===== config.mk =====
export PLATFORM = sky130hd
export DESIGN_NAME = mult_gpio_bridge
export DESIGN_NICKNAME = d
export VERILOG_FILES = /design/src/rtl/mult_bridge_pkg.sv /design/src/rtl/mult_gpio_bridge_edge.sv /design/src/rtl/mult_gpio_bridge.sv
export SDC_FILE = /design/constraint.sdc
export NUM_CORES = 1
export LEC_CHECK = 0
export ABC_AREA = 1
export CAP_MARGIN = 20
export CORE_AREA = 2 2 272 274
export DETAILED_ROUTE_END_ITERATION = 6
export DIE_AREA = 0 0 274 276
export GPL_TIMING_DRIVEN = 1
export PLACE_DENSITY = 0.67
export SYNTH_ARGS = -nofsm -noshare
export SYNTH_HDL_FRONTEND = slang
export SYNTH_SLANG_ARGS = --single-unit
export TNS_END_PERCENT = 10

===== constraint.sdc =====
create_clock -name clk -period 19.25 [get_ports clk]
set_input_delay 3.85 -clock clk [delete_from_list [all_inputs] [get_ports clk]]
set_output_delay 3.85 -clock clk [all_outputs]
set_load 0.01 [all_outputs]

===== src/rtl/mult_bridge_pkg.sv =====
// Shared constants for the MicroBlaze GPIO to 128x128 multiplier bridge:
// FSM encoding, status/control bit positions and the word-index field width.
package mult_bridge_pkg;

    localparam int STATE_W = 3;

    localparam logic [STATE_W-1:0] ST_IDLE  = 3'd0;
    localparam logic [STATE_W-1:0] ST_ISSUE = 3'd1;
    localparam logic [STATE_W-1:0] ST_WAIT  = 3'd2;
    localparam logic [STATE_W-1:0] ST_DONE  = 3'd3;
    localparam logic [STATE_W-1:0] ST_ERROR = 3'd4;

    localparam int STAT_IDLE    = 0;
    localparam int STAT_BUSY    = 1;
    localparam int STAT_DONE    = 2;
    localparam int STAT_ERR_WR  = 3;
    localparam int STAT_TIMEOUT = 4;

    localparam int WR_STROBE = 31;
    localparam int START     = 0;
    localparam int CLEAR     = 1;

    localparam int IDX_W = 3;

endpackage


===== src/rtl/mult_gpio_bridge_edge.sv =====
// Rising-edge detector: one history flop, event is current high and previous low.
module edge_detect_rise (
    input  logic clk,
    input  logic reset,
    input  logic din,
    output logic rise
);

    logic prev;

    always_ff @(posedge clk or posedge reset) begin
        if (reset) begin
            prev <= 1'b0;
        end else begin
            prev <= din;
        end
    end

    assign rise = din & ~prev;

endmodule


===== src/rtl/mult_gpio_bridge.sv =====
// Bridge between MCS GPIO channels and a 128x128 multiplier core: builds operands
// from 32-bit writes, sequences the core with a watchdog and serves the product.
module mult_gpio_bridge
    import mult_bridge_pkg::*;
#(
    parameter int OP_W    = 128,
    parameter int CHUNK_W = 32,
    parameter int TIMEOUT = 1024
) (
    input  logic                clk,
    input  logic                reset,
    input  logic [31:0]         in_loc,
    input  logic [CHUNK_W-1:0]  in_val,
    input  logic [31:0]         ctrl_reg,
    input  logic [31:0]         out_loc,
    output logic [CHUNK_W-1:0]  out_val,
    output logic [31:0]         state_reg,
    output logic [OP_W-1:0]     op_a,
    output logic [OP_W-1:0]     op_b,
    output logic                core_start,
    input  logic                core_done,
    input  logic [2*OP_W-1:0]   core_product
);

    localparam int WD_W       = $clog2(TIMEOUT + 1);
    localparam int OP_WORDS   = OP_W / CHUNK_W;
    localparam int PROD_WORDS = 2 * OP_WORDS;

    logic                wr_ev;
    logic                start_ev;
    logic                clear_ev;
    logic [STATE_W-1:0]  state;
    logic [STATE_W-1:0]  state_nxt;
    logic [WD_W-1:0]     wd;
    logic                wd_expire;
    logic                err_wr;
    logic                timeout_flag;
    logic [CHUNK_W-1:0]  a_words [OP_WORDS];
    logic [CHUNK_W-1:0]  b_words [OP_WORDS];
    logic [CHUNK_W-1:0]  prod_words [PROD_WORDS];
    logic [IDX_W-2:0]    wr_word;
    logic [IDX_W-1:0]    rd_word;
    logic                unused_bits;

    edge_detect_rise u_wr_edge (
        .clk  (clk),
        .reset(reset),
        .din  (in_loc[WR_STROBE]),
        .rise (wr_ev)
    );

    edge_detect_rise u_start_edge (
        .clk  (clk),
        .reset(reset),
        .din  (ctrl_reg[START]),
        .rise (start_ev)
    );

    edge_detect_rise u_clear_edge (
        .clk  (clk),
        .reset(reset),
        .din  (ctrl_reg[CLEAR]),
        .rise (clear_ev)
    );

    assign wr_word     = in_loc[IDX_W-2:0];
    assign rd_word     = out_loc[IDX_W-1:0];
    assign wd_expire   = (wd == WD_W'(TIMEOUT - 1));
    assign unused_bits = ^{in_loc[30:IDX_W], ctrl_reg[31:2], out_loc[31:IDX_W]};

    for (genvar g = 0; g < OP_WORDS; g++) begin : g_pack
        assign op_a[g*CHUNK_W +: CHUNK_W] = a_words[g];
        assign op_b[g*CHUNK_W +: CHUNK_W] = b_words[g];
    end

    // Clear overrides everything, including a start arriving in the same cycle.
    always_comb begin
        state_nxt = state;
        if (clear_ev) begin
            state_nxt = ST_IDLE;
        end else begin
            case (state)
                ST_IDLE:  if (start_ev) state_nxt = ST_ISSUE;
                ST_ISSUE: state_nxt = ST_WAIT;
                ST_WAIT: begin
                    if (core_done)      state_nxt = ST_DONE;
                    else if (wd_expire) state_nxt = ST_ERROR;
                end
                ST_DONE:  if (start_ev) state_nxt = ST_ISSUE;
                ST_ERROR: state_nxt = ST_ERROR;
                default:  state_nxt = ST_IDLE;
            endcase
        end
    end

    always_ff @(posedge clk or posedge reset) begin
        if (reset) begin
            state        <= ST_IDLE;
            core_start   <= 1'b0;
            wd           <= '0;
            err_wr       <= 1'b0;
            timeout_flag <= 1'b0;
            out_val      <= '0;
            for (int i = 0; i < OP_WORDS; i++) begin
                a_words[i] <= '0;
                b_words[i] <= '0;
            end
            for (int i = 0; i < PROD_WORDS; i++) prod_words[i] <= '0;
        end else begin
            state      <= state_nxt;
            core_start <= (state_nxt == ST_ISSUE);
            if (clear_ev) begin
                wd           <= '0;
                err_wr       <= 1'b0;
                timeout_flag <= 1'b0;
                out_val      <= '0;
                for (int i = 0; i < OP_WORDS; i++) begin
                    a_words[i] <= '0;
                    b_words[i] <= '0;
                end
                for (int i = 0; i < PROD_WORDS; i++) prod_words[i] <= '0;
            end else begin
                out_val <= prod_words[rd_word];
                if (wr_ev) begin
                    if (state == ST_IDLE || state == ST_DONE) begin
                        if (in_loc[IDX_W-1]) b_words[wr_word] <= in_val;
                        else                 a_words[wr_word] <= in_val;
                    end else begin
                        err_wr <= 1'b1;
                    end
                end
                // Watchdog saturates at TIMEOUT so a stuck ERROR never wraps it.
                if (state == ST_ISSUE) begin
                    wd <= '0;
                end else if (state == ST_WAIT && wd != WD_W'(TIMEOUT)) begin
                    wd <= wd + 1'b1;
                end
                if (state == ST_WAIT && core_done) begin
                    for (int i = 0; i < PROD_WORDS; i++) begin
                        prod_words[i] <= core_product[i*CHUNK_W +: CHUNK_W];
                    end
                end
                if (state == ST_WAIT && !core_done && wd_expire) timeout_flag <= 1'b1;
            end
        end
    end

    always_comb begin
        state_reg               = '0;
        state_reg[STAT_IDLE]    = (state == ST_IDLE);
        state_reg[STAT_BUSY]    = (state == ST_ISSUE) || (state == ST_WAIT);
        state_reg[STAT_DONE]    = (state == ST_DONE);
        state_reg[STAT_ERR_WR]  = err_wr;
        state_reg[STAT_TIMEOUT] = timeout_flag;
    end

endmodule


==> flow_metrics.env <==
export IMPL_status="finished clean"
export IMPL_cts_buffers=61
export IMPL_grt_usage=0.248
export IMPL_fp_dieW_um=274
export IMPL_io_pins=708
export IMPL_muxShareOfSynthArea=0
export IMPL_synth_xor_area_frac=0.000714
export IMPL_switching_share=0.325
export IMPL_synth_simple_area_share=0.209
export IMPL_postCtsHoldBufs=0
export IMPL_power_density_mw_per_mm2=114
export IMPL_holdWs_ns=0.469
export IMPL_tns_ns=0
export IMPL_gp_congestion=0.883
export IMPL_path_max_fanout=74
export IMPL_pwr_share_comb=0.258
export IMPL_power_frac_seq=0.420
export IMPL_crit_chain="clkdlybuf4s50_1, clkinvlp_4, buf_12, buf_4, buf_4, buf_4, buf_4"
export IMPL_path_clk_slew_ns=0.06
export IMPL_peakVddDrop_uv=103
export IMPL_critical_path_max_stage_delay_ns=0.87
export IMPL_ys_seq_area_frac=0.575
export IMPL_clockBufferDepth=3
export IMPL_firstDrtPassIters=5
export IMPL_ys_seq_elements=564
export IMPL_die_h_um=276
export IMPL_syn_area_per_cell_um2=8.52
export IMPL_areaGrowthSynthToFinish_pct=34.2
export IMPL_antenna_found_initial=12
export IMPL_hold_viol_final=0
export IMPL_synth_area_mm2=0.0245
export IMPL_slew_viol_final=0
export IMPL_cts_root_buffer="clkbuf_16"
export IMPL_fin_cells=4360
export IMPL_arrival_ns=7.85
export IMPL_num_rows=99
export IMPL_largest_reg_flops=256
export IMPL_via_per_inst=5.12
export IMPL_crit_required_ns=19.93
export IMPL_grt_ovfl_total=0
export IMPL_cp_end_kind="asynchronous set/reset pin"
export IMPL_dp_hpwl_um=65600
export IMPL_syn_inst=2879
export IMPL_crit_type="input port to asynchronous set/reset pin"
export IMPL_layout_commonest_cell="nand2_1"
export IMPL_cts_tree="built"
export IMPL_vias=22300
export IMPL_finalCritPeriodShare=0.372
export IMPL_cpMaxStageDelayCell="buf_4"
export IMPL_critical_path_top_delay_family="buffers and inverters"
export IMPL_top_register="prod_words"
export IMPL_drcViolationCount=0
export IMPL_finalSetupViolations=0
export IMPL_maxCapViolations=0
export IMPL_dp_cells=4243
export IMPL_p_leak_nw=14.7
export IMPL_drive_above_1_share=0.0468
export IMPL_grt_max_degree=174
export IMPL_grt_pass1_vias=21900
export IMPL_postCtsSetupBuffers=0
export IMPL_dieArea_mm2=0.0756
export IMPL_yosysWarnings=0
export IMPL_synth_compound_area_frac=0.138
export IMPL_final_cell_mix="nand2_1 (738), clkdlybuf4s50_1 (590), dfrtp_1 (564), o21ai_0 (365), nand3_1 (343)"
export IMPL_p_int_mw=2.53
export IMPL_core_area_mm2=0.0726
export IMPL_power_switching_mw=1.22
export IMPL_routedWlPerCell_um=22.0
export IMPL_synthAdderAreaFrac=0.00102
export IMPL_drt_iter0_drc=1981
export IMPL_pwr_share_clk=0.322
export IMPL_start_util=0.338
export IMPL_cp_common_cell="buf_4"
export IMPL_setup_worst_path_start_class="input port"
export IMPL_synth_top_family_by_area="simple AND/OR/NAND/NOR gates"
export IMPL_h_tree_depth=2
export IMPL_cts_resized=0
export IMPL_regToRegSetupSlack_ns=15.69
export IMPL_port_buffers=593
export IMPL_crit_buf_inv=7
export IMPL_cts_sinks=564
export IMPL_min_period_ns=7.17
export IMPL_ant_nets=0
export IMPL_drt_total_wl_um=96000
export IMPL_fin_skew_ns=0.0230
export IMPL_rsz0062_at_grt="false"
export IMPL_min_path_type="flip-flop to flip-flop"
export IMPL_slew_headroom=0.235
export IMPL_yosysUniqueCellTypes=28
export IMPL_grt_pass1_wl_um=142000
export IMPL_final_nets=3737
export IMPL_insertion_delay_ns=0.63
export IMPL_worst_slew_pin_slew_ns=1.14
export IMPL_max_freq_mhz=140
[cell type report]
| type | count | area, um2 |
|---|---|---|
| antenna | 5 | 12.5 |
| tap | 959 | 1200 |
| clock buffer | 89 | 1780 |
| fill | 7029 | 39700 |
| inverter | 176 | 674 |
| clock inverter | 22 | 255 |
| sequential | 564 | 14100 |
| timing repair buffer | 624 | 6190 |
| multi-input combinational | 1921 | 8700 |
[synth_stat cells]
library cell | n | area (um2)
inv_1 | 166 | 623
conb_1 | 1 | 3.75
nand3_2 | 2 | 20.0
nand3_1 | 343 | 1720
nor3_1 | 7 | 35.0
o21ai_0 | 365 | 1830
clkinv_1 | 1 | 3.75
buf_4 | 36 | 270
buf_2 | 104 | 521
nor2_1 | 126 | 473
o21ai_1 | 89 | 445
nor2_2 | 3 | 18.8
buf_6 | 2 | 22.5
o21ai_4 | 1 | 16.3
clkbuf_1 | 86 | 323
xor2_1 | 2 | 17.5
buf_1 | 16 | 60.1
o21bai_1 | 1 | 7.51
o21a_1 | 2 | 15.0
nand2_2 | 6 | 37.5
nand2_4 | 3 | 33.8
inv_2 | 9 | 33.8
dfrtp_1 | 564 | 14100
o211ai_1 | 32 | 240
nand4_1 | 5 | 31.3
a21oi_1 | 166 | 831
ha_1 | 2 | 25.0
nand2_1 | 739 | 2770
[power by group through the flow]
| stage | combinational [mW] | sequential [mW] | clock [mW] |
|---|---|---|---|
| after floorplan | 0.512 | 1.60 | 0 |
| after global placement | 0.954 | 1.58 | 0 |
| after detailed placement | 0.966 | 1.59 | 0 |
| after CTS | 0.972 | 1.57 | 1.23 |
| after global routing | 1.07 | 1.60 | 1.28 |
| final | 0.965 | 1.57 | 1.20 |
[worst reg2reg max path: stages (launching register included)]
cell and delay [ns]:
dfrtp_1 0.37, nor2_4 0.04, buf_4 0.30, inv_8 0.61, buf_4 0.82, buf_4 0.82
nand3_1 0.37, o21ai_0 0.14
[per-stage QoR]
step,power (mW),util,area [um2],worst slack (ns)
final,3.74,0.454,32900,12.08
after global routing,3.95,0.453,32900,11.57
after CTS,3.77,0.453,32900,11.71
after detailed placement,2.55,0.425,30900,11.01
after global placement,2.53,0.425,30900,11.02
after floorplan,2.11,-,24600,7.72
[metal layers]
metal | up-vias | global-route usage | part of all wire | wire length (um)
met5 | - | 0 | 0.0011 | 102
met2 | 931 | 0.408 | 0.48 | 45700
met3 | 188 | 0.0803 | 0.10 | 9690
met1 | 10900 | 0.296 | 0.38 | 36200
met4 | 16 | 0.106 | 0.045 | 4270
li1 | 10300 | - | - | -
[cells by family after synthesis]
kind of cell	Yosys count
adder cells (fa/ha/maj)	2
AND/OR/NAND/NOR	1234
buffers and inverters	420
flip-flops	564
other	1
XOR/XNOR	2
AO/OA/AOI/OAI	656
[path summary, 6_finish.rpt]
kind | startpoint | cells past startpoint | to
setup / recovery | reset | 7 | prod_words[158]
hold / removal | op_b[100] | 2 | op_b[100]
setup reg to reg | u_clear_edge.prev | 7 | prod_words[28]
hold reg to reg | op_b[100] | 2 | op_b[100]
max in group clk | ctrl_reg[1] | 9 | prod_words[28]
min in group asynchronous | reset | 2 | op_b[2]
Power figures use the tool's default switching activity.
